--- src/rtl/binary_logic_pkg.sv ---
// Shared definitions for the BinaryLogic group: BIST sequencer states and defaults.
// Latency: n/a (package only).
// Backpressure: n/a.
package binary_logic_pkg;

  localparam int BL_WIDTH    = 4;
  localparam int BIST_SETTLE = 2;

  typedef enum logic [1:0] {
    IDLE  = 2'd0,
    WAIT  = 2'd1,
    CHECK = 2'd2,
    DONE  = 2'd3
  } bist_state_e;

endpackage

--- src/rtl/not_golden.sv ---
// Golden reference for the inverter: expected = ~a.
// Latency: combinational.
// Backpressure: none.
module not_golden #(
  parameter int WIDTH = 4
) (
  input  logic [WIDTH-1:0] a,
  output logic [WIDTH-1:0] expected
);

  // Reference function kept separate so the sequencer can be reused for other units.
  always_comb begin
    expected = ~a;
  end

endmodule

--- src/rtl/not_bist.sv ---
// BIST sequencer: sweeps every operand into the inverter and checks each result.
// Latency: SETTLE+1 cycles per pattern, 2^WIDTH*(SETTLE+1) cycles per sweep.
// Backpressure: none; start is ignored while a sweep is running.
module not_bist
  import binary_logic_pkg::*;
#(
  parameter int WIDTH  = BL_WIDTH,
  parameter int SETTLE = BIST_SETTLE
) (
  input  logic             clk,
  input  logic             rst,
  input  logic             start,
  output logic [WIDTH-1:0] dut_a,
  input  logic [WIDTH-1:0] dut_result,
  output logic             busy,
  output logic             done,
  output logic             pass,
  output logic [WIDTH:0]   err_count,
  output logic             fail_valid,
  output logic [WIDTH-1:0] first_fail_a
);

  localparam int CW = $clog2(SETTLE + 1);
  localparam logic [CW-1:0] RELOAD = CW'(SETTLE - 1);

  bist_state_e      state_q, state_d;
  logic [CW-1:0]    cnt_q, cnt_d;
  logic [WIDTH-1:0] a_q, a_d;
  logic [WIDTH:0]   err_q, err_d;
  logic             busy_q, busy_d;
  logic             done_q, done_d;
  logic             pass_q, pass_d;
  logic             fv_q, fv_d;
  logic [WIDTH-1:0] ffa_q, ffa_d;

  logic [WIDTH-1:0] expected;
  logic             mismatch;

  not_golden #(.WIDTH(WIDTH)) u_golden (
    .a        (a_q),
    .expected (expected)
  );

  assign mismatch = (dut_result != expected);

  // Next-state logic for the sweep: launch, settle, compare, terminate.
  always_comb begin
    state_d = state_q;
    cnt_d   = cnt_q;
    a_d     = a_q;
    err_d   = err_q;
    busy_d  = busy_q;
    done_d  = done_q;
    pass_d  = pass_q;
    fv_d    = fv_q;
    ffa_d   = ffa_q;
    case (state_q)
      IDLE, DONE: begin
        if (start) begin
          a_d     = '0;
          err_d   = '0;
          fv_d    = 1'b0;
          ffa_d   = '0;
          busy_d  = 1'b1;
          done_d  = 1'b0;
          pass_d  = 1'b0;
          cnt_d   = RELOAD;
          state_d = WAIT;
        end
      end
      WAIT: begin
        if (cnt_q == '0) begin
          state_d = CHECK;
        end else begin
          cnt_d = cnt_q - 1'b1;
        end
      end
      CHECK: begin
        if (mismatch) begin
          err_d = err_q + (WIDTH+1)'(1);
          if (!fv_q) begin
            ffa_d = a_q;
            fv_d  = 1'b1;
          end
        end
        if (&a_q) begin
          // Final pattern: the verdict includes the check just made.
          busy_d  = 1'b0;
          done_d  = 1'b1;
          pass_d  = (err_d == '0);
          state_d = DONE;
        end else begin
          a_d     = a_q + 1'b1;
          cnt_d   = RELOAD;
          state_d = WAIT;
        end
      end
      default: state_d = IDLE;
    endcase
  end

  // State registers; reset wipes any partial sweep results.
  always_ff @(posedge clk) begin
    if (rst) begin
      state_q <= IDLE;
      cnt_q   <= '0;
      a_q     <= '0;
      err_q   <= '0;
      busy_q  <= 1'b0;
      done_q  <= 1'b0;
      pass_q  <= 1'b0;
      fv_q    <= 1'b0;
      ffa_q   <= '0;
    end else begin
      state_q <= state_d;
      cnt_q   <= cnt_d;
      a_q     <= a_d;
      err_q   <= err_d;
      busy_q  <= busy_d;
      done_q  <= done_d;
      pass_q  <= pass_d;
      fv_q    <= fv_d;
      ffa_q   <= ffa_d;
    end
  end

  assign dut_a        = a_q;
  assign busy         = busy_q;
  assign done         = done_q;
  assign pass         = pass_q;
  assign err_count    = err_q;
  assign fail_valid   = fv_q;
  assign first_fail_a = ffa_q;

endmodule

--- config.mk ---
export PLATFORM = sky130hd
export DESIGN_NAME = not_bist
export DESIGN_NICKNAME = d
export VERILOG_FILES = /design/src/rtl/binary_logic_pkg.sv /design/src/rtl/not_golden.sv /design/src/rtl/not_bist.sv
export SDC_FILE = /design/constraint.sdc
export NUM_CORES = 1
export LEC_CHECK = 0
export CORE_AREA = 2 2 50 52
export CTS_CLUSTER_DIAMETER = 60
export DETAILED_ROUTE_END_ITERATION = 6
export DIE_AREA = 0 0 52 54
export PLACE_DENSITY_LB_ADDON = 0.08
export REMOVE_ABC_BUFFERS = 1
export SYNTH_ARGS = -nofsm -noshare
export SYNTH_HDL_FRONTEND = slang
export SYNTH_SLANG_ARGS = --single-unit
--- constraint.sdc ---
create_clock -name clk -period 5.2 [get_ports clk]
set_clock_uncertainty 0.2 [all_clocks]
set_input_delay 1.04 -clock clk [delete_from_list [all_inputs] [get_ports clk]]
set_output_delay 1.04 -clock clk [all_outputs]
set_load 0.05 [all_outputs]
Word-level counts from Yosys, hierarchy flattened
Index checks and enable logic that the tools add are counted.

storage, ports and cells
  register bits after elaboration = 21
  output and inout bits = 17
  word-level logic and storage cells = 64

operators by class
  add/sub/neg operators = 3
  equality and inequality tests = 11
  muxes and demuxes = 27
  bitwise gates (word level) = 1
  reduce and logical (&&, ||, !) cells = 13

operators with widths
  cell                                              number
  2-to-1 mux 4 bit                                  4
  one-hot mux 4 bit (2 select lines)                2
  2-to-1 mux 5 bit                                  3
  inequality test 2 bit, second input constant      7
  one-hot mux 2 bit (3 select lines)                2
  AND reduction 3 bit                               4
  2-to-1 mux 2 bit                                  5
  one-hot mux 5 bit (2 select lines)                1
  one-hot mux 1 bit (2 select lines)                4
  AND reduction 4 bit                               2
  2-to-1 mux 1 bit                                  6
  adder 5 x 1 -> 5 bit, second input constant       1
  zero test 5 bit                                   1
  adder 4 x 1 -> 4 bit, second input constant       1
  == test 2 bit, second input constant              2
  zero test 2 bit                                   2
  inequality test 4 bit                             1
  NOT 4 bit                                         1
  AND reduction 2 bit                               2
  == test 2 x 1 -> 1 bit, second input constant     1
  nonzero test 2 bit                                1
  OR reduction 2 bit                                1
  subtractor 2 x 1 -> 2 bit, second input constant  1

Logic depth before layout (Yosys ltp)
Gate-level depths: netlist of run 1.

  depth after elaboration = 7
  mapped depth = 8

Hierarchy
From an unflattened synthesis of run 1, not the netlist that was laid out.

unflattened totals
  cell total of the unflattened synthesis = 140
  area, all modules = 1146.1 um2

by module, submodules not included
  module      instances  cells each  area an instance (um2)  sequential area each (um2)
  not_bist    1          136         1131.1                  420.4
  not_golden  1          4           15.0                    0.0

Least setup slack after synthesis of run 1
Ideal clock, no wire load.

  path kind = input to register
  start = input port dut_result[2]
  end = register pass_q, in the netlist pass
  arrival = 2.277 ns
  path slack = 2.639 ns
  cell stages on the path = 5
  buffers on the path = 0
  cells stage by stage = xor2_1 nand4_2 or3_1 a2111o_1 o31ai_2

between the ends
  longest elaborated chain between the ends = 6

ends and longest elaborated chain
  item                                line             source
  from (decl)                         not_bist.sv:14   input logic [WIDTH-1:0] dut_result,
  inequality test 4 bit               not_bist.sv:44   assign mismatch = (dut_result != expected);
  2-to-1 mux 5 bit                    not_bist.sv:79   if (mismatch) begin
  2-to-1 mux 5 bit                    not_bist.sv:57   case (state_q)
  zero test 5 bit                     not_bist.sv:90   pass_d = (err_d == '0);
  2-to-1 mux 1 bit                    not_bist.sv:86   if (&a_q) begin
  one-hot mux 1 bit (2 select lines)  not_bist.sv:57
  to (signal assigned)                not_bist.sv:121  pass_q <= pass_d;
  to (decl)                           not_bist.sv:32   logic pass_q, pass_d;

Every way passes these cells. The select of a mux whose other input is x is not followed.
A chain may end at the register's enable or synchronous reset.

Final worst setup path of run 1
  start = input port dut_result[3]
  end = register pass_q, in the netlist pass

The elaborated chain is that of the path after synthesis.

==> results of run 1 <==
-- synthesized netlist by cell type, types with 2 or more instances --
cell and n:
dfxtp_1 21, a21oi_1 18, nor2_1 15, nand2_1 11, clkbuf_1 6, ha_1 6
inv_1 6, nand3_1 5, nand4_1 5, xor2_1 5, nor3_1 4, o21ai_0 4
a22oi_1 3, a41oi_1 3, a211oi_1 2, mux2i_1 2, nand2b_1 2, nor3b_1 2
o21ai_1 2, or3_1 2, xnor2_1 2
-- worst max-delay path, delay by kind of cell --
kind            cells  cell delay (ps)
buf+inv             1              470
xor+xnor            1              260
compound gates      2              590
simple gates        2              740
-- final timing paths --
kind,to,cells past startpoint
worst min-delay path,first_fail_a[0],2
worst max-delay path,pass,6
worst min register to register,first_fail_a[0],2
worst max register to register,pass,5
-- state kept, by name (all words and copies together) (netlist names) --
register,flops
state_q,2
pass,1
done,1
cnt_q,2
err_count,5
fail_valid,1
dut_a,4
first_fail_a,4
busy,1
-- cell families after synthesis --
group / count (synthesis) / share of synthesized area
AND/OR/NAND/NOR: 52 / 0.230
multiplexers: 3 / 0.0274
AO/OA/AOI/OAI: 38 / 0.211
XOR/XNOR: 7 / 0.0537
adder cells (fa/ha/maj): 6 / 0.0657
buffers and inverters: 13 / 0.0438
flip-flops: 21 / 0.368
-- stage by stage --
stage	power [mW]	instances	hold slack, ps	area [µm²]	setup WS (ps)
3_5_place_dp	0.260	186	252	1380	1860
6_report	0.336	190	272	1410	2140
4_1_cts	0.342	190	270	1410	2150
3_3_place_gp	0.256	186	242	1380	1900
2_1_floorplan	0.235	133	257	1110	2490
5_1_grt	0.358	190	296	1410	2000
-- power by group through the flow --
stage          registers, mW  logic, mW  clock network, mW
2_1_floorplan          0.182     0.0530                  0
3_3_place_gp           0.176     0.0803                  0
3_5_place_dp           0.176     0.0837                  0
4_1_cts                0.172     0.0845             0.0850
5_1_grt                0.173     0.0948             0.0900
6_report               0.172     0.0841             0.0800
-- final cells by class --
type	instances	area [µm²]
Fill cell	226	911
Inverter	6	22.5
Clock buffer	4	26.3
Timing Repair Buffer	23	230
Multi-Input combinational cell	106	672
Tap cell	30	37.5
Sequential cell	21	420
-- routing by layer --
metal	global-route usage	vias to the layer above	part of all wire
met2	0.346	22	0.49
met1	0.241	487	0.46
met4	0.0789	0	0.0076
met5	0	-	0
li1	-	549	-
met3	0.0278	2	0.036
==> flow_summary.yaml, run 1 <==
worst_setup_path:
  path_cells: "clkdlybuf4s50_1 -> xor2_1 -> nand4_2 -> or3_1 -> a2111o_1 -> o31ai_2"
  path_max_fanout: 15
  crit_type: "input port to register"
  cp-startpoint: "dut_result[3]"
  critical_path_arrival_ps: 3100
  critPathRequiredTime_ps: 5240
  reg2reg_setup_slack_ps: 2810
  worstSetupEndpointType: "register"
  crit_slowest_cell: "clkdlybuf4s50_1"
  max_stage_delay_ps: 470
  r2r-start: "dut_a[3]"
  cp-start-kind: "input port"
die:
  dieArea_um2: 2810
  die_h_um: 54
  initial_core_util: 0.492
  num_rows: 18
  die_w_um: 52
  core_area_um2: 2320
  num_io_pins: 24
synth:
  syn_area_per_cell_um2: 8.16
  netlist.area_leader.share: 0.368
  ys_top_cells_by_area: "dfxtp_1 (37%), a21oi_1 (7.9%), ha_1 (6.6%)"
  synth-edff-count: 0
  synth_top_flop_cell: "dfxtp_1"
  yosys.area.top_type: "dfxtp_1"
  yosysSeqAreaShare: 0.368
  synth_area_um2: 1140
  syn_inst: 140
  synth_seq_cells: 21
  synthArstFlopShare: 0
  yosysWarnings: 0
  synth_cell_types: 35
sta:
  post-route-period-util: 0.589
  period_needed_ps: 3060
  drv_slew: 0
  relSlewSlack: 0.540
  max_freq_ghz: 0.327
  hold_viol_final: 0
  rsz0062_at_grt: "no"
  setup_violations: 0
  tightest_slew_ps: 688
  tns_ps: 0
hold_path:
  hp-class: "register to register"
  min-delay-start: "first_fail_a[0]"
clock_network:
  cts_buffers: 3
  clock_sinks: 21
  tritoncts: "built"
  h-tree-depth: 1
  clkTransAtPathRegs_ps: 120
  post-cts-setup-buffers: 0
  cts_buffer_depth: 2
  cts_resized: 0
  insertion_delay_ps: 310
  root_buffer: "clkbuf_4"
  cts_hold_buf: 0
power_and_ir_drop:
  vdd.ir_drop.worst_mv: 0.151
  p_int_uw: 228
  pwr-share-clk: 0.238
  p_leak_nw: 0.520
  p_comb_frac: 0.250
  switching_share: 0.322
  sequentialPowerShare: 0.512
  p_sw_uw: 108
  p_per_area_nw_per_um2: 239
finish:
  final_common_cell: "clkdlybuf4s50_1"
  fin_util: 0.607
  final_cell_mix: "clkdlybuf4s50_1 (23), dfxtp_1 (21), a21oi_1 (18)"
  antenna_cells: 0
  drive_gt1_frac: 0.0375
  syn2layout_area_growth_pct: 23.3
  finalNetCount: 174
placed_design:
  hpwl_um: 1850
  port_buffers: 23
  gp_congestion: 0.778
routing:
  drc: 0
  avgRoutedWirePerCell_um: 13.1
  routed_via_density: 5.58
  drt_pre_antenna_iters: 4
  drt_wl_total_um: 2480
  vias: 1060
  drtIter0Drc: 13
  ant_nets: 0
grt:
  antenna_found_initial: 0
  grt_pass1_vias: 953
  grt_overflow: 0
  grt_max_degree: 20
  grt_pass1_wl_um: 4130
  track_usage: 0.197
job:
  cap_viol_max_count: 0
run_status:
  outcome: "finished clean"
(Power assumes the default switching activity.)
==> run 2, diff against run 1 <==
--- a/config.mk
+++ b/config.mk
@@ -5,10 +5,10 @@
 export SDC_FILE = /design/constraint.sdc
 export NUM_CORES = 1
 export LEC_CHECK = 0
-export CORE_AREA = 2 2 50 52
+export CORE_AREA = 2 2 52 54
 export CTS_CLUSTER_DIAMETER = 60
 export DETAILED_ROUTE_END_ITERATION = 6
-export DIE_AREA = 0 0 52 54
+export DIE_AREA = 0 0 54 56
 export PLACE_DENSITY_LB_ADDON = 0.08
 export REMOVE_ABC_BUFFERS = 1
 export SYNTH_ARGS = -nofsm -noshare
==> constraint.sdc (replaced) <==
create_clock -name clk -period 3.1 [get_ports clk]
set_clock_uncertainty 0.2 [all_clocks]
set_input_delay 0.62 -clock clk [delete_from_list [all_inputs] [get_ports clk]]
set_output_delay 0.62 -clock clk [all_outputs]
set_load 0.05 [all_outputs]
==> flow_summary.yaml, run 2 (synthesis results as in run 1) <==
worst_setup_path:
  path_max_fanout: 9
  critPathBufInv: 1
  cp-startpoint: "dut_a[2]"
  max_stage_delay_ps: 870
  crit_slowest_cell: "clkdlybuf4s50_1"
  r2r-start: "state_q[0]"
  cp-start-kind: "register"
  crit_family: "buffers and inverters"
  worstSetupEndpointType: "output pin"
  critical_path_arrival_ps: 1700
  path_cells: "clkdlybuf4s50_1"
  crit_type: "register to output pin"
  critPathRequiredTime_ps: 2280
routing:
  avgRoutedWirePerCell_um: 13.7
  ant_nets: 0
  vias: 1123
  drc: 0
  routed_via_density: 5.85
  drtIter0Drc: 34
  drt_wl_total_um: 2630
  drt_pre_antenna_iters: 4
placed_design:
  placed_cells: 188
  place_area_um2: 1400
  gp_congestion: 0.764
  port_buffers: 23
  hpwl_um: 1930
clock_network:
  h-tree-depth: 1
  clock_sinks: 21
  post-cts-setup-buffers: 0
  clkTransAtPathRegs_ps: 120
  root_buffer: "clkbuf_4"
  cts_buffers: 3
  insertion_delay_ps: 300
  tritoncts: "built"
  cts_resized: 0
  cts_hold_buf: 0
  cts_buffer_depth: 2
die:
  die_h_um: 56
  dieArea_um2: 3020
  die_w_um: 54
  initial_core_util: 0.470
  num_rows: 18
  num_io_pins: 24
  core_area_um2: 2430
finish:
  multi_input_area_um2: 672
  final_common_cell: "clkdlybuf4s50_1"
  finalNetCount: 176
  final_cells: 192
  final_cell_mix: "clkdlybuf4s50_1 (23), dfxtp_1 (21), a21oi_1 (18)"
  syn2layout_area_growth_pct: 24.6
  fill_cells: 233
  drive_gt1_frac: 0.0494
  antenna_cells: 0
  final-seq-area_um2: 420
  largest_reg_flops: 5
  design_area_um2: 1420
grt:
  grt_pass1_wl_um: 4440
  grt_pass1_vias: 1013
  antenna_found_initial: 0
  track_usage: 0.191
  grt_overflow: 0
  grt_max_degree: 16
sta:
  setup_violations: 0
  drv_slew: 0
  period_needed_ps: 2520
  tightest_slew_ps: 511
  relSlewSlack: 0.658
  rsz0062_at_grt: "no"
  post-route-period-util: 0.814
  max_freq_ghz: 0.397
  hold_viol_final: 0
  tns_ps: 0
job:
  cap_viol_max_count: 0
power_and_ir_drop:
  pwr-share-clk: 0.234
  p_per_area_nw_per_um2: 396
  p_comb_frac: 0.252
  sequentialPowerShare: 0.513
  p_sw_uw: 181
  p_leak_nw: 0.529
  p_int_uw: 383
  vdd.ir_drop.worst_mv: 0.219
  switching_share: 0.320
  p_total_uw: 564
run_status:
  outcome: "finished clean"
hold_path:
  hp-class: "register to register"
  min-delay-start: "first_fail_a[0]"
## run 2: cell types whose count changed in the layout (fill, tap and decap cells not counted), sizes merged
cell / previous run / this run
buf: 0 / 2
## run 2: final timing paths
path	slack, ps	depth (start not counted)	end
worst max-delay path	580	1	dut_a[2]
worst min-delay path	270	2	first_fail_a[0]
worst max register to register	800	6	err_count[3]
worst min register to register	270	2	first_fail_a[0]
## run 2: per-layer routing
metal | wire [µm] | vias to the layer above | GRT usage
li1 | - | 555 | -
met1 | 1230 | 527 | 0.273
met2 | 1240 | 39 | 0.289
met3 | 151 | 2 | 0.0269
met4 | 13 | 0 | 0.0643
met5 | 0 | - | 0
## run 2: final cells by class
cell class | count | share of cell area
sequential | 21 | 0.295
clock buffer | 4 | 0.0185
inverter | 6 | 0.0158
multi-input combinational | 106 | 0.472
timing repair buffer | 25 | 0.172
tap | 30 | 0.0264
## run 2: per-stage QoR
stage,hold slack (ps),setup WS (ps),util
after floorplan,257,637,-
after global placement,242,446,0.575
after detailed placement,245,416,0.575
after CTS,264,580,0.585
after global routing,280,525,0.585
final,265,578,0.585
## run 2: power by group through the flow
stage	logic, mW	clock network [mW]	registers [mW]
3_5_place_dp	0.141	0	0.296
4_1_cts	0.142	0.137	0.290
2_1_floorplan	0.0888	0	0.305
6_report	0.142	0.132	0.290
5_1_grt	0.160	0.149	0.291
3_3_place_gp	0.137	0	0.295
==> run 3, diff against run 2 <==
--- a/config.mk
+++ b/config.mk
@@ -5,10 +5,10 @@
 export SDC_FILE = /design/constraint.sdc
 export NUM_CORES = 1
 export LEC_CHECK = 0
-export CORE_AREA = 2 2 52 54
+export CORE_AREA = 2 2 54 56
 export CTS_CLUSTER_DIAMETER = 60
 export DETAILED_ROUTE_END_ITERATION = 6
-export DIE_AREA = 0 0 54 56
+export DIE_AREA = 0 0 56 58
 export PLACE_DENSITY_LB_ADDON = 0.08
 export REMOVE_ABC_BUFFERS = 1
 export SYNTH_ARGS = -nofsm -noshare
==> constraint.sdc (replaced) <==
create_clock -name clk -period 2.1 [get_ports clk]
set_clock_uncertainty 0.2 [all_clocks]
set_input_delay 0.42 -clock clk [delete_from_list [all_inputs] [get_ports clk]]
set_output_delay 0.42 -clock clk [all_outputs]
set_load 0.05 [all_outputs]
==> flow_summary.yaml, run 3 (synthesis results as in run 1) <==
run_status:
  outcome: "finished clean"
power_and_ir_drop:
  p_leak_nw: 0.697
  p_per_area_nw_per_um2: 566
  vdd.ir_drop.worst_mv: 0.505
routing:
  avgRoutedWirePerCell_um: 13.9
  drtIter0Drc: 21
  drc: 0
  drt_pre_antenna_iters: 4
  routed_via_density: 5.35
  vias: 1119
  ant_nets: 0
  drt_wl_total_um: 2910
hold_path:
  min_to: "first_fail_a[0]"
  min_path_cells: 2
  hp-class: "register to register"
  min-delay-start: "first_fail_a[0]"
sta:
  whs_ps: 268
  hold_viol_final: 0
  tns_ps: 0
  period_needed_ps: 1930
  fin_ws_ps: 171
  rsz0062_at_grt: "no"
  drv_slew: 0
  tightest_slew_ps: 507
  relSlewSlack: 0.661
  max_freq_ghz: 0.518
  setup_violations: 0
  post-route-period-util: 0.919
worst_setup_path:
  critPathBufInv: 0
  critPathRequiredTime_ps: 2130
  path_cells: "xor2_2 -> nand4_2 -> or3_1 -> a2111o_1 -> o31ai_2"
  worstSetupEndpointType: "register"
  r2r-start: "dut_a[2]"
  critical_path_arrival_ps: 1960
  cp-startpoint: "dut_a[2]"
  max_stage_delay_ps: 420
  cp-start-kind: "register"
  r2r_cells: 5
  crit_slowest_cell: "dfxtp_1"
  reg2reg_setup_slack_ps: 170
  crit_family: "compound AO/OA/AOI/OAI gates"
  path_max_fanout: 2
  crit_type: "register to register"
  r2r-end: "pass"
clock_network:
  root_buffer: "clkbuf_4"
  cts_buffer_depth: 2
  insertion_delay_ps: 300
  h-tree-depth: 1
  clkTransAtPathRegs_ps: 120
  clock_sinks: 21
  tritoncts: "built"
  cts_buffers: 3
finish:
  drive_gt1_frac: 0.264
  final_cell_mix: "buf_4 (34), dfxtp_1 (20), a21oi_1 (18)"
  fin_util: 0.589
  syn2layout_area_growth_pct: 37.3
  final_common_cell: "buf_4"
  antenna_cells: 0
  largest_reg_flops: 5
  fill_cells: 244
  finalNetCount: 192
grt:
  grt_overflow: 0
  grt_pass1_vias: 1016
  track_usage: 0.180
  grt_max_degree: 15
  grt_pass1_wl_um: 4660
  antenna_found_initial: 0
die:
  initial_core_util: 0.429
  dieArea_um2: 3250
  num_rows: 19
  die_w_um: 56
  num_io_pins: 24
  core_area_um2: 2660
  die_h_um: 58
placed_design:
  hpwl_um: 2110
  gp_congestion: 0.798
  port_buffers: 23
  pre_cts_ws_ps: -353
job:
  cap_viol_max_count: 0
==> run 3: changes by cell type in the layout (fill, tap and decap cells not counted) <==
cell	change
ha_1	-1
xor2_1	-4
dfxtp_1	-1
buf_4	+32
clkdlybuf4s50_1	-21
dfxtp_2	+1
a41oi_1	-1
xor2_2	+4
a41oi_2	+1
ha_4	+1
dlymetal6s2s_1	+5
==> run 3: worst register-to-register path: stages (launching register included) <==
cell and delay [ps]:
dfxtp_1 420, xor2_2 190, nand4_2 130, or3_1 310
a2111o_1 380, o31ai_2 230
==> run 3: cell type report <==
| class | instances | area (µm²) | area share |
|---|---|---|---|
| Clock buffer | 4 | 26.3 | 0.0167 |
| Sequential cell | 21 | 422 | 0.269 |
| Multi-Input combinational cell | 106 | 722 | 0.460 |
| Inverter | 6 | 22.5 | 0.0144 |
| Timing Repair Buffer | 41 | 338 | 0.215 |
| Tap cell | 31 | 38.8 | 0.0247 |
==> run 3: routing by layer <==
layer  track usage  vias up  routed length (µm)
met2         0.291       18                1370
met5             0        -                   0
met4        0.0544        0                  29
li1              -      580                   -
met1         0.254      517                1440
met3        0.0223        4                  84
==> run 3: what timing repair did <==
item	4_1_cts	5_1_grt
hold buffers	0	0
gates cloned	0	0
setup endpoints to repair	1	5
pin swaps	2	2
gates resized for setup	2	10
setup buffers	4	2
==> run 3: power breakdown <==
part	switching, mW	internal (mW)
logic	0.148	0.114
registers	0.0130	0.416
clock network	0.124	0.0740
total	0.285	0.603
==> run 3: worst max path at each step <==
stage                            endpoint  cells past startpoint
final                                pass                      5
after CTS                 first_fail_a[0]                      1
after detailed placement             pass                      6
after floorplan                      pass                      5
after global placement               pass                      6
after global routing                 pass                      5
==> run 3: per-stage QoR <==
step,power [mW],cell area [µm²],cells
after global routing,0.940,1570,209
final,0.888,1570,209
after CTS,0.875,1510,207
after floorplan,0.582,1110,133
after detailed placement,0.670,1430,199
after global placement,0.662,1430,199
